<file path="src/rtl/handshake_arbiter_if.sv">
// Signal bundle between the requesters, the arbiter and the pipeline input port.
// The arbiter connects through the master modport; sources and pipeline use slave.
interface handshake_arbiter_if #(
    parameter int unsigned N     = 4,
    parameter int unsigned WIDTH = 16
);
    localparam int unsigned IW = $clog2(N);

    logic [N-1:0]       req;
    logic [N*WIDTH-1:0] data;
    logic [N-1:0]       ack;
    logic               pipe_req;
    logic [WIDTH-1:0]   pipe_data;
    logic               pipe_ack;
    logic [IW-1:0]      grant_id;
    logic               busy;
    logic [15:0]        xfer_count;

    modport master (
        input  req, data, pipe_ack,
        output ack, pipe_req, pipe_data, grant_id, busy, xfer_count
    );

    modport slave (
        output req, data, pipe_ack,
        input  ack, pipe_req, pipe_data, grant_id, busy, xfer_count
    );
endinterface

</file>
<file path="src/rtl/handshake_arbiter.sv">
// Round-robin arbiter relaying N four-phase requesters into one four-phase
// bundled-data pipeline input; all handshake inputs are synchronized first.
module handshake_arbiter #(
    parameter int unsigned N           = 4,
    parameter int unsigned WIDTH       = 16,
    parameter int unsigned SYNC_STAGES = 2
) (
    input logic                 clk,
    input logic                 rst,
    handshake_arbiter_if.master bus
);
    localparam int unsigned IW = $clog2(N);

    localparam logic [1:0] IDLE    = 2'd0;
    localparam logic [1:0] SEND    = 2'd1;
    localparam logic [1:0] RELEASE = 2'd2;

    logic [SYNC_STAGES-1:0][N-1:0] req_sync_q;
    logic [SYNC_STAGES-1:0]        pack_sync_q;
    logic [N-1:0]                  req_s;
    logic                          pack_s;

    logic [1:0]       state_q, state_d;
    logic [IW-1:0]    ptr_q, ptr_d;
    logic [IW-1:0]    grant_q, grant_d;
    logic             pipe_req_q, pipe_req_d;
    logic [WIDTH-1:0] pipe_data_q, pipe_data_d;
    logic [N-1:0]     ack_q, ack_d;
    logic             busy_q, busy_d;
    logic [15:0]      xfer_q, xfer_d;

    logic             found;
    logic [IW-1:0]    winner;
    int unsigned      idx;

    always_ff @(posedge clk or posedge rst) begin
        if (rst) begin
            req_sync_q  <= '0;
            pack_sync_q <= '0;
        end else begin
            req_sync_q  <= {req_sync_q[SYNC_STAGES-2:0], bus.req};
            pack_sync_q <= {pack_sync_q[SYNC_STAGES-2:0], bus.pipe_ack};
        end
    end

    assign req_s  = req_sync_q[SYNC_STAGES-1];
    assign pack_s = pack_sync_q[SYNC_STAGES-1];

    // First set request scanning upward from ptr, wrapping modulo N.
    always_comb begin
        found  = 1'b0;
        winner = '0;
        idx    = 0;
        for (int unsigned k = 0; k < N; k++) begin
            idx = (32'(ptr_q) + k) % N;
            if (!found && req_s[idx]) begin
                found  = 1'b1;
                winner = IW'(idx);
            end
        end
    end

    always_comb begin
        state_d     = state_q;
        ptr_d       = ptr_q;
        grant_d     = grant_q;
        pipe_req_d  = pipe_req_q;
        pipe_data_d = pipe_data_q;
        ack_d       = ack_q;
        busy_d      = busy_q;
        xfer_d      = xfer_q;
        case (state_q)
            IDLE: begin
                if (found && !pack_s) begin
                    state_d     = SEND;
                    grant_d     = winner;
                    pipe_data_d = bus.data[32'(winner)*WIDTH +: WIDTH];
                    pipe_req_d  = 1'b1;
                    busy_d      = 1'b1;
                end
            end
            SEND: begin
                if (pack_s) begin
                    state_d        = RELEASE;
                    pipe_req_d     = 1'b0;
                    ack_d          = '0;
                    ack_d[grant_q] = 1'b1;
                end
            end
            RELEASE: begin
                if (!req_s[grant_q] && !pack_s) begin
                    state_d = IDLE;
                    ack_d   = '0;
                    ptr_d   = (32'(grant_q) == N - 1) ? '0 : grant_q + IW'(1);
                    xfer_d  = xfer_q + 16'd1;
                    busy_d  = 1'b0;
                end
            end
            default: begin
                state_d    = IDLE;
                pipe_req_d = 1'b0;
                ack_d      = '0;
                busy_d     = 1'b0;
            end
        endcase
    end

    always_ff @(posedge clk or posedge rst) begin
        if (rst) begin
            state_q     <= IDLE;
            ptr_q       <= '0;
            grant_q     <= '0;
            pipe_req_q  <= 1'b0;
            pipe_data_q <= '0;
            ack_q       <= '0;
            busy_q      <= 1'b0;
            xfer_q      <= '0;
        end else begin
            state_q     <= state_d;
            ptr_q       <= ptr_d;
            grant_q     <= grant_d;
            pipe_req_q  <= pipe_req_d;
            pipe_data_q <= pipe_data_d;
            ack_q       <= ack_d;
            busy_q      <= busy_d;
            xfer_q      <= xfer_d;
        end
    end

    assign bus.ack        = ack_q;
    assign bus.pipe_req   = pipe_req_q;
    assign bus.pipe_data  = pipe_data_q;
    assign bus.grant_id   = grant_q;
    assign bus.busy       = busy_q;
    assign bus.xfer_count = xfer_q;
endmodule
</file>
<file path="src/flat_wrapper.sv">
// flat-port wrapper written by rule: the top's interface ports become plain ports
module handshake_arbiter_flat 
#(
    parameter int unsigned N           = 4,
    parameter int unsigned WIDTH       = 16,
    parameter int unsigned SYNC_STAGES = 2
)
  (clk, rst, bus_req, bus_data, bus_pipe_ack, bus_ack, bus_pipe_req, bus_pipe_data, bus_grant_id, bus_busy, bus_xfer_count);
  handshake_arbiter_if #(.N(N), .WIDTH(WIDTH)) bus_i ();
  input logic clk;
  input logic rst;
  input wire logic [$bits(bus_i.req)-1:0] bus_req;
  input wire logic [$bits(bus_i.data)-1:0] bus_data;
  input wire logic [$bits(bus_i.pipe_ack)-1:0] bus_pipe_ack;
  output wire logic [$bits(bus_i.ack)-1:0] bus_ack;
  output wire logic [$bits(bus_i.pipe_req)-1:0] bus_pipe_req;
  output wire logic [$bits(bus_i.pipe_data)-1:0] bus_pipe_data;
  output wire logic [$bits(bus_i.grant_id)-1:0] bus_grant_id;
  output wire logic [$bits(bus_i.busy)-1:0] bus_busy;
  output wire logic [$bits(bus_i.xfer_count)-1:0] bus_xfer_count;
  assign bus_i.req = bus_req;
  assign bus_i.data = bus_data;
  assign bus_i.pipe_ack = bus_pipe_ack;
  assign bus_ack = bus_i.ack;
  assign bus_pipe_req = bus_i.pipe_req;
  assign bus_pipe_data = bus_i.pipe_data;
  assign bus_grant_id = bus_i.grant_id;
  assign bus_busy = bus_i.busy;
  assign bus_xfer_count = bus_i.xfer_count;
  handshake_arbiter #(.N(N), .WIDTH(WIDTH), .SYNC_STAGES(SYNC_STAGES)) u_core (.clk(clk), .rst(rst), .bus(bus_i));
endmodule
</file>
<file path="config.mk">
export PLATFORM = sky130hd
export DESIGN_NAME = handshake_arbiter_flat
export DESIGN_NICKNAME = d
export VERILOG_FILES = /design/src/rtl/handshake_arbiter_if.sv /design/src/rtl/handshake_arbiter.sv /design/src/flat_wrapper.sv
export SDC_FILE = /design/constraint.sdc
export NUM_CORES = 1
export LEC_CHECK = 0
export CELL_PAD_IN_SITES_DETAIL_PLACEMENT = 0
export CELL_PAD_IN_SITES_GLOBAL_PLACEMENT = 1
export CORE_MARGIN = 5
export CORE_UTILIZATION = 29
export DETAILED_ROUTE_END_ITERATION = 16
export GPL_ROUTABILITY_DRIVEN = 0
export PLACE_DENSITY = 0.75
export REMOVE_ABC_BUFFERS = 1
export SLEW_MARGIN = 20
export SYNTH_ARGS = -nofsm -noshare
export SYNTH_HDL_FRONTEND = slang
export SYNTH_SLANG_ARGS = --single-unit
</file>
<file path="constraint.sdc">
create_clock -name clk -period 1.9 [get_ports clk]
set_input_delay 0.38 -clock clk [delete_from_list [all_inputs] [get_ports clk]]
set_output_delay 0.38 -clock clk [all_outputs]
set_load 0.005 [all_outputs]
</file>
==> run metrics <==
# nets final 445; LEAKAGE 1.79 nW; io pins 111; DR vias/cell 4.68; Worst setup EP type flop; Clock Pin Slew Worst Setup and Hold Paths 0.09 ns; crit-path max FO 3; peak supply drop 0.378 mV; Worst EP required 2.12 ns; most common cell after layout, fill and taps aside clkdlybuf4s50_1; Worst Tran Pin Value 0.438 ns; Crit Path Category reg -> reg; sequence of cells on the critical path mux4_2 -> or4b_4 -> or2_4 -> nor2_2 -> xnor2_1; Routed WL per cell 15.5 µm; final hold viol count 0; Synth Cell Area 2590 µm²; die height 105 µm; Seq/Total Area, Yosys 52.1%; Place WS -0.177 ns; clk_lat worst skew 0.30 ns; Clock Path Buffers 2; largest family of logic cells by synthesized area multiplexers; total gr overflow 0; TritonCTS clock tree built; row count 34; failing checks negative setup slack; fin crit period 2.00 ns; IO buf count 110; residual DRC count 0; layout cells sized above 1 13.5%; max incr delay on CP 0.54 ns; initial DRC count 102; flops & latches, synth 54; DPL Wire Length 5740 µm; first-pass GRT wire length 11800 µm; Syn Area/Cell 10.9 µm²; DRT Pass-1 Iters 4; critical path arrival 2.22 ns; Hold-fix buffers, CTS 0; simple-gate share of the synthesized area 11.9%; Area Growth Syn to Fin 60.5%; vias in the first global route 2260; clock sinks 54; Setup WS post-layout -0.100 ns; Synth Area in Compound Gates 10.8%; max-cap check violation count 0; DIE AREA 10900 µm²; Max-slew headroom 70.7%; initial core utilization 29.7%; Total Routed Length 7410 µm; post-synthesis mux area share 14.5%; cts bufs inserted 5; Buf/Inv on CP 0; vias 2235; commonest non-fill, non-tap cells in the layout 110 x clkdlybuf4s50_1, 54 x dfrtp_1, 34 x nand2_1; fmax 500 MHz; Layout Skew 0.0109 ns; maximum number of pins on one net before global-route repair 55; Post-Synth XOR/XNOR Area 5.07%; Synth cell types 33; post-synthesis cell count 239; final setup fails 8; core area 8720 µm²; RSZ-0062 raised after global routing yes; critical path launch point type flop; Routed Antenna Nets 0; status finished, violations left; final core utilization 47.7%; initial antenna violation count 0; pwr dens 1030 nW/µm²; GRT Total Usage 13.2%; root buffer cell clkbuf_8; Setup TNS -0.377 ns; fin. max-slew vios 0; H-tree levels 2; Antenna diodes 0; post-synthesis adder-cell area fraction 2.41%; critical path's top delay family simple AND/OR/NAND/NOR gates; YS warnings 0; Slowest cell on crit path or4b_4; Die X 105 µm; worst hold-check path type reg -> reg; fin crit share 105%
-- what timing repair did --
action,in CTS,in global routing
resized for setup,8,5
setup buffers,1,2
pin swaps,4,1
setup endpoints to repair,18,16
-- cells in the mapped netlist (all sizes together) --
library cell	count	area, µm²
nor4b	1	8.76
a211o	1	8.76
nor4	3	18.8
and3	1	6.26
dfrtp	54	1350
or2	2	12.5
o22ai	2	12.5
nor2b	4	25.0
a211oi	1	7.51
o21a	2	15.0
o21ai	10	50.1
mux2	2	22.5
xor2	6	52.6
mux2i	33	330
or3	1	6.26
xnor2	9	78.8
nor2	12	45.0
clkbuf	10	37.5
or4b	1	10.0
or3b	1	8.76
or4	1	7.51
a31oi	4	25.0
o221ai	16	140
nor3	2	10.0
nand3	2	10.0
ha	5	62.6
buf	2	10.0
a21oi	4	20.0
nand2	34	128
inv	10	37.5
nand2b	2	12.5
mux4	1	22.5
-- worst paths after layout --
path                                         from                        end  slack [ns]  cells after the start
min in group asynchronous                     rst  u_core.bus.xfer_count[11]        0.44                      3
min                          u_core.req_sync_q[3]            u_core.req_s[3]        0.36                      0
min reg2reg                  u_core.req_sync_q[3]            u_core.req_s[3]        0.36                      0
max                        u_core.bus.grant_id[1]  u_core.bus.xfer_count[12]       -0.10                      5
max reg2reg                u_core.bus.grant_id[1]  u_core.bus.xfer_count[12]       -0.10                      5
max in group asynchronous                     rst          u_core.bus.ack[1]        1.20                      3
-- report_power, final --
part           internal (mW)  switching [mW]  total [mW]
Combinational           1.18           0.840        2.02
Sequential              1.45           0.202        1.66
Clock                  0.261           0.364       0.625
Total                   2.89            1.41        4.30
-- sequential cells by signal (all words and copies together) (netlist names) --
signal and flops:
u_core.ptr_q 2, u_core.bus.grant_id 2, u_core.bus.pipe_req 1, u_core.req_sync_q 4, u_core.bus.pipe_data 16, u_core.pack_sync_q 2, u_core.bus.ack 4, u_core.bus.xfer_count 16
u_core.req_s 4, u_core.bus.busy 1, u_core.state_q 2
-- worst register-to-register path: stages, from the launching register on --
cell	delay [ns]
dfrtp_1	0.37
mux4_2	0.53
or4b_4	0.54
or2_4	0.25
nor2_2	0.10
xnor2_1	0.12
-- routing by layer --
| layer | wire length, µm | global-route usage [%] | part of all wire, % | vias up |
|---|---|---|---|---|
| li1 | - | - | - | 1099 |
| met1 | 3250 | 17.9 | 44 | 1107 |
| met2 | 3930 | 22.3 | 53 | 27 |
| met3 | 181 | 2.40 | 2.4 | 2 |
| met4 | 40 | 2.74 | 0.54 | 0 |
| met5 | 0 | 0 | 0 | - |
-- metrics by stage --
stage | area, µm² | instances | total power, mW | hold WS, ns
floorplan | 2550 | 227 | 2.54 | 0.331
global placement | 4010 | 467 | 3.65 | 0.342
detailed placement | 4010 | 467 | 3.69 | 0.343
CTS | 4140 | 476 | 4.37 | 0.367
global route | 4160 | 478 | 4.62 | 0.373
finish | 4160 | 478 | 4.30 | 0.361
-- area by class of cell --
type                       instances  area, µm²
multi-input combinational        163       1210
sequential                        54       1350
timing repair buffer             135       1340
tap                              108        135
clock inverter                     2       13.8
fill                             808       4560
inverter                          10       37.5
clock buffer                       6       72.6
-- kinds of logic after synthesis --
logic type | after synthesis
AOI/OAI and AO/OA | 40
xor gates and xnor gates | 15
adders and majority gates | 5
buffers and inverters | 22
DFF | 54
muxes | 36
and+or+nand+nor | 67
(Power assumes the default switching activity.)
